===== src/rtl/alu_share_arbiter_if.sv =====
// Request, ALU and response signals of the shared-ALU arbiter.
// The slave modport is the arbiter side; master is the requester/ALU/consumer side.
interface alu_share_arbiter_if #(
  parameter int unsigned DATA_W = 32
);
  logic              req0_valid;
  logic              req1_valid;
  logic              req0_ready;
  logic              req1_ready;
  logic [DATA_W-1:0] req0_x;
  logic [DATA_W-1:0] req0_y;
  logic [DATA_W-1:0] req1_x;
  logic [DATA_W-1:0] req1_y;
  logic [1:0]        req0_op;
  logic [1:0]        req1_op;
  logic [DATA_W-1:0] alu_x;
  logic [DATA_W-1:0] alu_y;
  logic [1:0]        alu_op;
  logic [DATA_W-1:0] alu_z;
  logic              alu_zero;
  logic              alu_carry;
  logic              rsp_valid;
  logic              rsp_ready;
  logic              rsp_id;
  logic [DATA_W-1:0] rsp_z;
  logic              rsp_zero;
  logic              rsp_carry;
  logic              rsp_err;

  modport slave (
    input  req0_valid, req1_valid, req0_x, req0_y, req1_x, req1_y, req0_op, req1_op,
    input  alu_z, alu_zero, alu_carry, rsp_ready,
    output req0_ready, req1_ready, alu_x, alu_y, alu_op,
    output rsp_valid, rsp_id, rsp_z, rsp_zero, rsp_carry, rsp_err
  );

  modport master (
    output req0_valid, req1_valid, req0_x, req0_y, req1_x, req1_y, req0_op, req1_op,
    output alu_z, alu_zero, alu_carry, rsp_ready,
    input  req0_ready, req1_ready, alu_x, alu_y, alu_op,
    input  rsp_valid, rsp_id, rsp_z, rsp_zero, rsp_carry, rsp_err
  );
endinterface


===== src/rtl/alu_share_arbiter.sv =====
// Round-robin sequencer sharing one ALU between two requesters (IDLE -> EXEC -> RESP).
// Optional macro ALU_ARB_OPCHECK_EN: trap reserved opcode 11 with rsp_err instead of issuing it.
module alu_share_arbiter #(
  parameter int unsigned DATA_W = 32
) (
  input logic               clk,
  input logic               reset,
  alu_share_arbiter_if.slave bus
);

  typedef enum logic [1:0] {StIdle, StExec, StResp} state_e;

  state_e            state;
  logic              last_grant;
  logic              grant0;
  logic              grant1;
  logic [DATA_W-1:0] sel_x;
  logic [DATA_W-1:0] sel_y;
  logic [1:0]        sel_op;
`ifdef ALU_ARB_OPCHECK_EN
  logic              op_err;
`endif

  // On a tie the port that did not win last time is granted.
  always_comb begin
    grant0 = bus.req0_valid & (~bus.req1_valid | last_grant);
    grant1 = bus.req1_valid & (~bus.req0_valid | ~last_grant);
    sel_x  = grant1 ? bus.req1_x  : bus.req0_x;
    sel_y  = grant1 ? bus.req1_y  : bus.req0_y;
    sel_op = grant1 ? bus.req1_op : bus.req0_op;
  end

  assign bus.req0_ready = ~reset & (state == StIdle) & grant0;
  assign bus.req1_ready = ~reset & (state == StIdle) & grant1;

`ifndef ALU_ARB_OPCHECK_EN
  assign bus.rsp_err = 1'b0;
`endif

  always_ff @(posedge clk or posedge reset) begin
    if (reset) begin
      state         <= StIdle;
      last_grant    <= 1'b1;
      bus.alu_x     <= '0;
      bus.alu_y     <= '0;
      bus.alu_op    <= 2'b00;
      bus.rsp_valid <= 1'b0;
      bus.rsp_id    <= 1'b0;
      bus.rsp_z     <= '0;
      bus.rsp_zero  <= 1'b0;
      bus.rsp_carry <= 1'b0;
`ifdef ALU_ARB_OPCHECK_EN
      op_err        <= 1'b0;
      bus.rsp_err   <= 1'b0;
`endif
    end else begin
      case (state)
        StIdle: begin
          if (grant0 | grant1) begin
            bus.alu_x  <= sel_x;
            bus.alu_y  <= sel_y;
`ifdef ALU_ARB_OPCHECK_EN
            op_err     <= (sel_op == 2'b11);
            if (sel_op != 2'b11) bus.alu_op <= sel_op;
`else
            bus.alu_op <= sel_op;
`endif
            bus.rsp_id <= grant1;
            last_grant <= grant1;
            state      <= StExec;
          end
        end
        StExec: begin
          bus.rsp_valid <= 1'b1;
`ifdef ALU_ARB_OPCHECK_EN
          bus.rsp_z     <= op_err ? '0 : bus.alu_z;
          bus.rsp_zero  <= ~op_err & bus.alu_zero;
          bus.rsp_carry <= ~op_err & bus.alu_carry;
          bus.rsp_err   <= op_err;
`else
          bus.rsp_z     <= bus.alu_z;
          bus.rsp_zero  <= bus.alu_zero;
          bus.rsp_carry <= bus.alu_carry;
`endif
          state         <= StResp;
        end
        StResp: begin
          if (bus.rsp_ready) begin
            bus.rsp_valid <= 1'b0;
            state         <= StIdle;
          end
        end
        default: state <= StIdle;
      endcase
    end
  end

endmodule


===== src/flat_wrapper.sv =====
// flat-port wrapper written by rule: the top's interface ports become plain ports
module alu_share_arbiter_flat 
#(
  parameter int unsigned DATA_W = 32
)
  (clk, reset, bus_req0_valid, bus_req1_valid, bus_req0_x, bus_req0_y, bus_req1_x, bus_req1_y, bus_req0_op, bus_req1_op, bus_alu_z, bus_alu_zero, bus_alu_carry, bus_rsp_ready, bus_req0_ready, bus_req1_ready, bus_alu_x, bus_alu_y, bus_alu_op, bus_rsp_valid, bus_rsp_id, bus_rsp_z, bus_rsp_zero, bus_rsp_carry, bus_rsp_err);
  alu_share_arbiter_if #(.DATA_W(DATA_W)) bus_i ();
  input logic clk;
  input logic reset;
  input wire logic [$bits(bus_i.req0_valid)-1:0] bus_req0_valid;
  input wire logic [$bits(bus_i.req1_valid)-1:0] bus_req1_valid;
  input wire logic [$bits(bus_i.req0_x)-1:0] bus_req0_x;
  input wire logic [$bits(bus_i.req0_y)-1:0] bus_req0_y;
  input wire logic [$bits(bus_i.req1_x)-1:0] bus_req1_x;
  input wire logic [$bits(bus_i.req1_y)-1:0] bus_req1_y;
  input wire logic [$bits(bus_i.req0_op)-1:0] bus_req0_op;
  input wire logic [$bits(bus_i.req1_op)-1:0] bus_req1_op;
  input wire logic [$bits(bus_i.alu_z)-1:0] bus_alu_z;
  input wire logic [$bits(bus_i.alu_zero)-1:0] bus_alu_zero;
  input wire logic [$bits(bus_i.alu_carry)-1:0] bus_alu_carry;
  input wire logic [$bits(bus_i.rsp_ready)-1:0] bus_rsp_ready;
  output wire logic [$bits(bus_i.req0_ready)-1:0] bus_req0_ready;
  output wire logic [$bits(bus_i.req1_ready)-1:0] bus_req1_ready;
  output wire logic [$bits(bus_i.alu_x)-1:0] bus_alu_x;
  output wire logic [$bits(bus_i.alu_y)-1:0] bus_alu_y;
  output wire logic [$bits(bus_i.alu_op)-1:0] bus_alu_op;
  output wire logic [$bits(bus_i.rsp_valid)-1:0] bus_rsp_valid;
  output wire logic [$bits(bus_i.rsp_id)-1:0] bus_rsp_id;
  output wire logic [$bits(bus_i.rsp_z)-1:0] bus_rsp_z;
  output wire logic [$bits(bus_i.rsp_zero)-1:0] bus_rsp_zero;
  output wire logic [$bits(bus_i.rsp_carry)-1:0] bus_rsp_carry;
  output wire logic [$bits(bus_i.rsp_err)-1:0] bus_rsp_err;
  assign bus_i.req0_valid = bus_req0_valid;
  assign bus_i.req1_valid = bus_req1_valid;
  assign bus_i.req0_x = bus_req0_x;
  assign bus_i.req0_y = bus_req0_y;
  assign bus_i.req1_x = bus_req1_x;
  assign bus_i.req1_y = bus_req1_y;
  assign bus_i.req0_op = bus_req0_op;
  assign bus_i.req1_op = bus_req1_op;
  assign bus_i.alu_z = bus_alu_z;
  assign bus_i.alu_zero = bus_alu_zero;
  assign bus_i.alu_carry = bus_alu_carry;
  assign bus_i.rsp_ready = bus_rsp_ready;
  assign bus_req0_ready = bus_i.req0_ready;
  assign bus_req1_ready = bus_i.req1_ready;
  assign bus_alu_x = bus_i.alu_x;
  assign bus_alu_y = bus_i.alu_y;
  assign bus_alu_op = bus_i.alu_op;
  assign bus_rsp_valid = bus_i.rsp_valid;
  assign bus_rsp_id = bus_i.rsp_id;
  assign bus_rsp_z = bus_i.rsp_z;
  assign bus_rsp_zero = bus_i.rsp_zero;
  assign bus_rsp_carry = bus_i.rsp_carry;
  assign bus_rsp_err = bus_i.rsp_err;
  alu_share_arbiter #(.DATA_W(DATA_W)) u_core (.clk(clk), .reset(reset), .bus(bus_i));
endmodule

===== config.mk =====
export PLATFORM = sky130hd
export DESIGN_NAME = alu_share_arbiter_flat
export DESIGN_NICKNAME = d
export VERILOG_FILES = /design/src/rtl/alu_share_arbiter_if.sv /design/src/rtl/alu_share_arbiter.sv /design/src/flat_wrapper.sv
export SDC_FILE = /design/constraint.sdc
export NUM_CORES = 1
export LEC_CHECK = 0
export BUFFER_PORTS_ARGS = -buffer_cell sky130_fd_sc_hd__clkbuf_2
export CAP_MARGIN = 20
export CELL_PAD_IN_SITES_DETAIL_PLACEMENT = 0
export CELL_PAD_IN_SITES_GLOBAL_PLACEMENT = 1
export CORE_MARGIN = 8
export CORE_UTILIZATION = 38
export CTS_BUF_LIST = sky130_fd_sc_hd__clkbuf_8
export CTS_CLUSTER_DIAMETER = 120
export CTS_CLUSTER_SIZE = 28
export DETAILED_ROUTE_END_ITERATION = 10
export PLACE_DENSITY = 0.9
export SYNTH_ARGS = -nofsm -noshare
export SYNTH_HDL_FRONTEND = slang
export SYNTH_SLANG_ARGS = --single-unit

===== constraint.sdc =====
create_clock -name clk -period 7.2 [get_ports clk]
set_input_delay 0.72 -clock clk [delete_from_list [all_inputs] [get_ports clk]]
set_output_delay 0.72 -clock clk [all_outputs]
set_load 0.1 [all_outputs]

* After elaboration in Yosys (flattened, before gate mapping)
Cells that the tools add are included. W data, S select, Z words.
Cells by class: eq/ne operators 4, multiplexer cells 8, bitwise logic cells 12, reductions and logical operators 5
Operators with widths (count):
- $mux W32 | 2
- $mux W2 | 3
- $pmux W2 S3 | 1
- $reduce_and A2 Y1 | 3
- $and A1 B1 Y1 | 5
- $ne A2 B2 Y1 const B | 2
- $not A1 Y1 | 4
- $or A1 B1 Y1 | 3
- $eq A2 B1 Y1 const B | 1
- $eq A2 B2 Y1 const B | 1
- $logic_not A2 Y1 | 1
- $pmux W1 S2 | 1
- $reduce_bool A2 Y1 | 1
- $mux W1 | 1
Word-level totals: bits in registers 105, word-level logic and storage cells 39

* Logic depth before layout (Yosys ltp)
depth after elaboration 6, gate-level depth with buffers 5, depth with buffers taken out 3

* Least setup slack after synthesis
OpenSTA, ideal clock, no wires.
kind in2out, start point input bus_req1_valid, end point output bus_req1_ready, arrival time 4.060 ns, data required time 6.480 ns, path slack 2.420 ns, stages 4, cells stage by stage a21bo_2 buf_6 buf_6 nor4_1
Between the ends: word-level cells in the longest chain between the ends 2
RTL lines:
- start: declaration | line flat_wrapper.sv:11 | input wire logic [$bits(bus_i.req1_valid)-1:0] bus_req1_valid;
- $and A1 B1 Y1 | line alu_share_arbiter.sv:27 | grant1 = bus.req1_valid & (~bus.req0_valid | ~last_grant);
- $and A1 B1 Y1 | line alu_share_arbiter.sv:34 | assign bus.req1_ready = ~reset & (state == StIdle) & grant1;
- end: declaration | line flat_wrapper.sv:23 | output wire logic [$bits(bus_i.req1_ready)-1:0] bus_req1_ready;
No other way between the ends.

* Final worst setup path
start point register u_core.state[1], end point register u_core.bus.alu_x[22]
Between the ends: word-level cells in the longest chain between the ends 2
RTL lines:
- start: declaration | line alu_share_arbiter.sv:13 | state_e state;
- start signal: assignment | line alu_share_arbiter.sv:42 | state <= StIdle;
- start signal: assignment | line alu_share_arbiter.sv:70 | state <= StExec;
- start signal: assignment | line alu_share_arbiter.sv:85 | state <= StResp;
- $logic_not A2 Y1 | line alu_share_arbiter.sv:57 | case (state)
- $reduce_and A2 Y1 (no line)
- end signal: assignment | line alu_share_arbiter.sv:60 | bus.alu_x <= sel_x;
- end: declaration | line alu_share_arbiter_if.sv:33 | output req0_ready, req1_ready, alu_x, alu_y, alu_op,
No other way between the ends. A chain may end at the register's enable or synchronous reset.

==> impl_metrics.xml <==
<?xml version="1.0" encoding="UTF-8"?>
<metrics>
  <group name="outcome">
    <metric name="status" unit="">completed</metric>
  </group>
  <group name="timing">
    <metric name="post-route-period-util" unit="%">36.67</metric>
    <metric name="tightest_slew" unit="ns">0.9925</metric>
    <metric name="final-max-slew-violation-count" unit="">0</metric>
    <metric name="setup_repair_after_global_routing_missed_its_margin" unit="">no</metric>
    <metric name="skew_final" unit="ns">0.005602</metric>
    <metric name="timing.final.setup_violations" unit="">0</metric>
    <metric name="fin_ws" unit="ns">4.559</metric>
    <metric name="finalCriticalPeriod" unit="ns">2.641</metric>
    <metric name="clock.fmax" unit="MHz">378.7</metric>
    <metric name="hold_violations" unit="">0</metric>
    <metric name="max-slew-margin-rel" unit="%">33.83</metric>
    <metric name="setup_total_negative_slack" unit="ns">0</metric>
  </group>
  <group name="die">
    <metric name="core_area" unit="um^2">12670</metric>
    <metric name="die_x" unit="um">130.2</metric>
    <metric name="design.portCount" unit="">276</metric>
    <metric name="initial_utilization" unit="%">39.13</metric>
    <metric name="chipHeight" unit="um">130.2</metric>
    <metric name="die_area" unit="um^2">16960</metric>
    <metric name="placementRows" unit="">41</metric>
  </group>
  <group name="cts">
    <metric name="clk_path_buf_depth" unit="">2</metric>
    <metric name="h-tree-depth" unit="">3</metric>
    <metric name="cts.repair.resized" unit="">0</metric>
    <metric name="clk_transition_reported_paths" unit="ns">0.10</metric>
    <metric name="cts_sinks" unit="">105</metric>
    <metric name="post_cts.repair.setup_buffers" unit="">0</metric>
    <metric name="cts_buffers" unit="">9</metric>
    <metric name="cts_root_buf" unit="">sky130_fd_sc_hd__clkbuf_8</metric>
    <metric name="cts_tree" unit="">yes</metric>
    <metric name="worst_skew_pair.late_latency" unit="ns">0.36</metric>
    <metric name="cts_hold_buf" unit="">0</metric>
  </group>
  <group name="critical_path">
    <metric name="critical_path_end_type" unit="">flip-flop</metric>
    <metric name="critical_path_required" unit="ns">7.45</metric>
    <metric name="endpoint" unit="">u_core.bus.alu_x[22]$_DFFE_PP0P_</metric>
    <metric name="startpoint_type" unit="">flip-flop</metric>
    <metric name="crit-reg2reg-launch" unit="">u_core.state[1]$_DFFE_PP0P_</metric>
    <metric name="timing.critical_path.from" unit="">u_core.state[1]$_DFFE_PP0P_</metric>
    <metric name="criticalPathCategory" unit="">reg -&gt; reg</metric>
    <metric name="timing.critical_path.fanout_max" unit="">52</metric>
    <metric name="worst_r2r_path_depth" unit="">3</metric>
    <metric name="setup.reg_to_reg.worst_slack" unit="ns">4.56</metric>
    <metric name="rr_endpoint" unit="">u_core.bus.alu_x[22]$_DFFE_PP0P_</metric>
    <metric name="worst-endpoint-arrival" unit="ns">2.89</metric>
  </group>
  <group name="layout">
    <metric name="num-nets-final" unit="">750</metric>
    <metric name="finalInstanceArea" unit="um^2">6683</metric>
    <metric name="drive_above_1_share" unit="%">80.14</metric>
    <metric name="synthToLayoutAreaGrowth" unit="%">34.77</metric>
    <metric name="num_antenna_cells" unit="">0</metric>
  </group>
  <group name="route">
    <metric name="drt_wl_total" unit="mm">13.66</metric>
    <metric name="initialDrtViolationCount" unit="">102</metric>
    <metric name="postRouteAntennaNets" unit="">0</metric>
    <metric name="num_vias" unit="">3531</metric>
    <metric name="avgViaCountPerCell" unit="">4.671</metric>
    <metric name="post_drt_wl_per_cell" unit="um">18.07</metric>
    <metric name="dr.pass1.iters" unit="">4</metric>
    <metric name="residual_drc" unit="">0</metric>
  </group>
  <group name="synthesis">
    <metric name="synth_area" unit="um^2">4959</metric>
    <metric name="synth-seq-cells" unit="">105</metric>
    <metric name="syn-num-nets" unit="">480</metric>
    <metric name="seq_area_frac_synth" unit="%">53.02</metric>
    <metric name="post_synth.cell_area_avg" unit="um^2">16.05</metric>
    <metric name="synth_warnings" unit="">0</metric>
    <metric name="synthesis.instances" unit="">309</metric>
    <metric name="synth_unique_cells" unit="">19</metric>
  </group>
  <group name="global_route">
    <metric name="sum_of_overflow_across_all_layers_after_global_routing" unit="">0</metric>
    <metric name="vias_in_the_first_global_route" unit="">4031</metric>
    <metric name="groute.layer.met3.usage" unit="%">5.671</metric>
    <metric name="antenna_found_initial" unit="">0</metric>
    <metric name="grt_first_pass_wirelength" unit="mm">20.76</metric>
    <metric name="grt_start_max_net_pins" unit="">67</metric>
    <metric name="most_crowded_layer_gr" unit="">met2</metric>
    <metric name="use_met2" unit="%">27.39</metric>
    <metric name="grt.met1_usage" unit="%">16.95</metric>
    <metric name="groute.usage.overall" unit="%">15.70</metric>
  </group>
  <group name="placement">
    <metric name="count_of_port_buffers_added_during_placement" unit="">274</metric>
    <metric name="place_area" unit="um^2">6467</metric>
    <metric name="gpl.final_weighted_congestion" unit="">0.8068</metric>
    <metric name="post-dp-hpwl" unit="mm">10.87</metric>
    <metric name="post-place-ws" unit="ns">4.185</metric>
  </group>
  <group name="hold_path">
    <metric name="worstHoldPathType" unit="">in -&gt; async</metric>
  </group>
  <group name="job">
    <metric name="maxCapViolations" unit="">0</metric>
  </group>
</metrics>
-- sequential cells by signal (all words and copies together) (netlist names) --
register,count
u_core.bus.rsp_z,32
u_core.bus.rsp_id,1
u_core.last_grant,1
u_core.bus.alu_y,32
u_core.bus.alu_x,32
u_core.bus.rsp_valid,1
u_core.state,2
u_core.bus.alu_op,2
u_core.bus.rsp_zero,1
u_core.bus.rsp_carry,1
-- area by class of cell --
type                            count  area, um^2
Clock buffer                       12       165.2
Sequential cell                   105        2629
Multi-Input combinational cell    182        2208
Inverter                            3       13.76
Timing Repair Buffer              278        1401
Tap cell                          172       215.2
Clock inverter                      4       50.05
Fill cell                        1112        5988
-- layout by cell type (no fill, tap or decap), types with 2 or more instances in the layout --
master / count
sky130_fd_sc_hd__clkbuf_8: 12
sky130_fd_sc_hd__a21oi_1: 3
sky130_fd_sc_hd__mux2_2: 110
sky130_fd_sc_hd__dfrtp_1: 104
sky130_fd_sc_hd__mux2_4: 58
sky130_fd_sc_hd__clkinvlp_4: 2
sky130_fd_sc_hd__inv_1: 2
sky130_fd_sc_hd__clkbuf_2: 274
sky130_fd_sc_hd__nor4_1: 2
sky130_fd_sc_hd__buf_4: 4
-- cell usage after synthesis --
| master | n | area, um^2 |
|---|---|---|
| sky130_fd_sc_hd__nor3_2 | 1 | 10.01 |
| sky130_fd_sc_hd__inv_1 | 3 | 11.26 |
| sky130_fd_sc_hd__conb_1 | 1 | 3.750 |
| sky130_fd_sc_hd__o21ai_0 | 1 | 5.000 |
| sky130_fd_sc_hd__buf_2 | 13 | 65.06 |
| sky130_fd_sc_hd__nor2_1 | 1 | 3.750 |
| sky130_fd_sc_hd__dfrtp_1 | 104 | 2603 |
| sky130_fd_sc_hd__a21bo_2 | 1 | 10.01 |
| sky130_fd_sc_hd__nor3b_1 | 1 | 7.510 |
| sky130_fd_sc_hd__a21oi_1 | 3 | 15.01 |
| sky130_fd_sc_hd__buf_6 | 4 | 45.04 |
| sky130_fd_sc_hd__nand2_1 | 1 | 3.750 |
| sky130_fd_sc_hd__nor4_1 | 2 | 12.51 |
| sky130_fd_sc_hd__mux2_2 | 110 | 1239 |
| sky130_fd_sc_hd__or2_2 | 1 | 6.260 |
| sky130_fd_sc_hd__nor2b_1 | 1 | 6.260 |
| sky130_fd_sc_hd__mux2_4 | 58 | 870.8 |
| sky130_fd_sc_hd__dfstp_2 | 1 | 26.28 |
| sky130_fd_sc_hd__buf_4 | 2 | 15.01 |
-- routing by layer --
layer	vias to the layer above	wire [um]
met5	-	0
met4	0	252
met3	16	1531
met2	167	6849
met1	1713	5031
li1	1635	-
-- worst max-delay path, stage by stage (launching register included) --
cell and delay (ns):
sky130_fd_sc_hd__dfrtp_1 0.50, sky130_fd_sc_hd__nor3_4 0.83, sky130_fd_sc_hd__buf_4 0.72, sky130_fd_sc_hd__mux2_2 0.41
-- worst min-delay path by stage --
stage | depth (start not counted) | slack (ns) | to
5_1_grt | 2 | 0.47 | u_core.bus.alu_x[31]$_DFFE_PP0P_
6_report | 2 | 0.43 | u_core.bus.rsp_id$_DFFE_PP0P_
2_1_floorplan | 1 | 0.53 | u_core.bus.rsp_valid$_DFFE_PP0P_
3_5_place_dp | 1 | 0.50 | u_core.bus.rsp_z[29]$_DFFE_PP0P_
3_3_place_gp | 1 | 0.49 | u_core.bus.rsp_z[4]$_DFFE_PP0P_
4_1_cts | 2 | 0.43 | u_core.bus.alu_x[31]$_DFFE_PP0P_
-- cell families (layout without fill, tap and decap cells) --
| logic type | count (synthesis) | in the layout | share of synthesized area, % |
|---|---|---|---|
| flip-flops | 105 | 105 | 53.02 |
| buffers and inverters | 22 | 297 | 2.750 |
| AO/OA/AOI/OAI | 5 | 5 | 0.6054 |
| other | 1 | 1 | 0.07563 |
| multiplexers | 168 | 168 | 42.54 |
| AND/OR/NAND/NOR | 8 | 8 | 1.009 |
-- metrics by stage --
stage	utilization, %	hold slack (ns)	std cells
global placement	51.04	0.4884	740
CTS	52.74	0.4261	756
finish	52.74	0.4317	756
floorplan	-	0.5307	309
global route	52.74	0.4697	756
detailed placement	51.04	0.4977	740
Power is left out: the tool's default activity adds up to more than one toggle a clock period on the data nets, which glitch-free logic cannot reach.
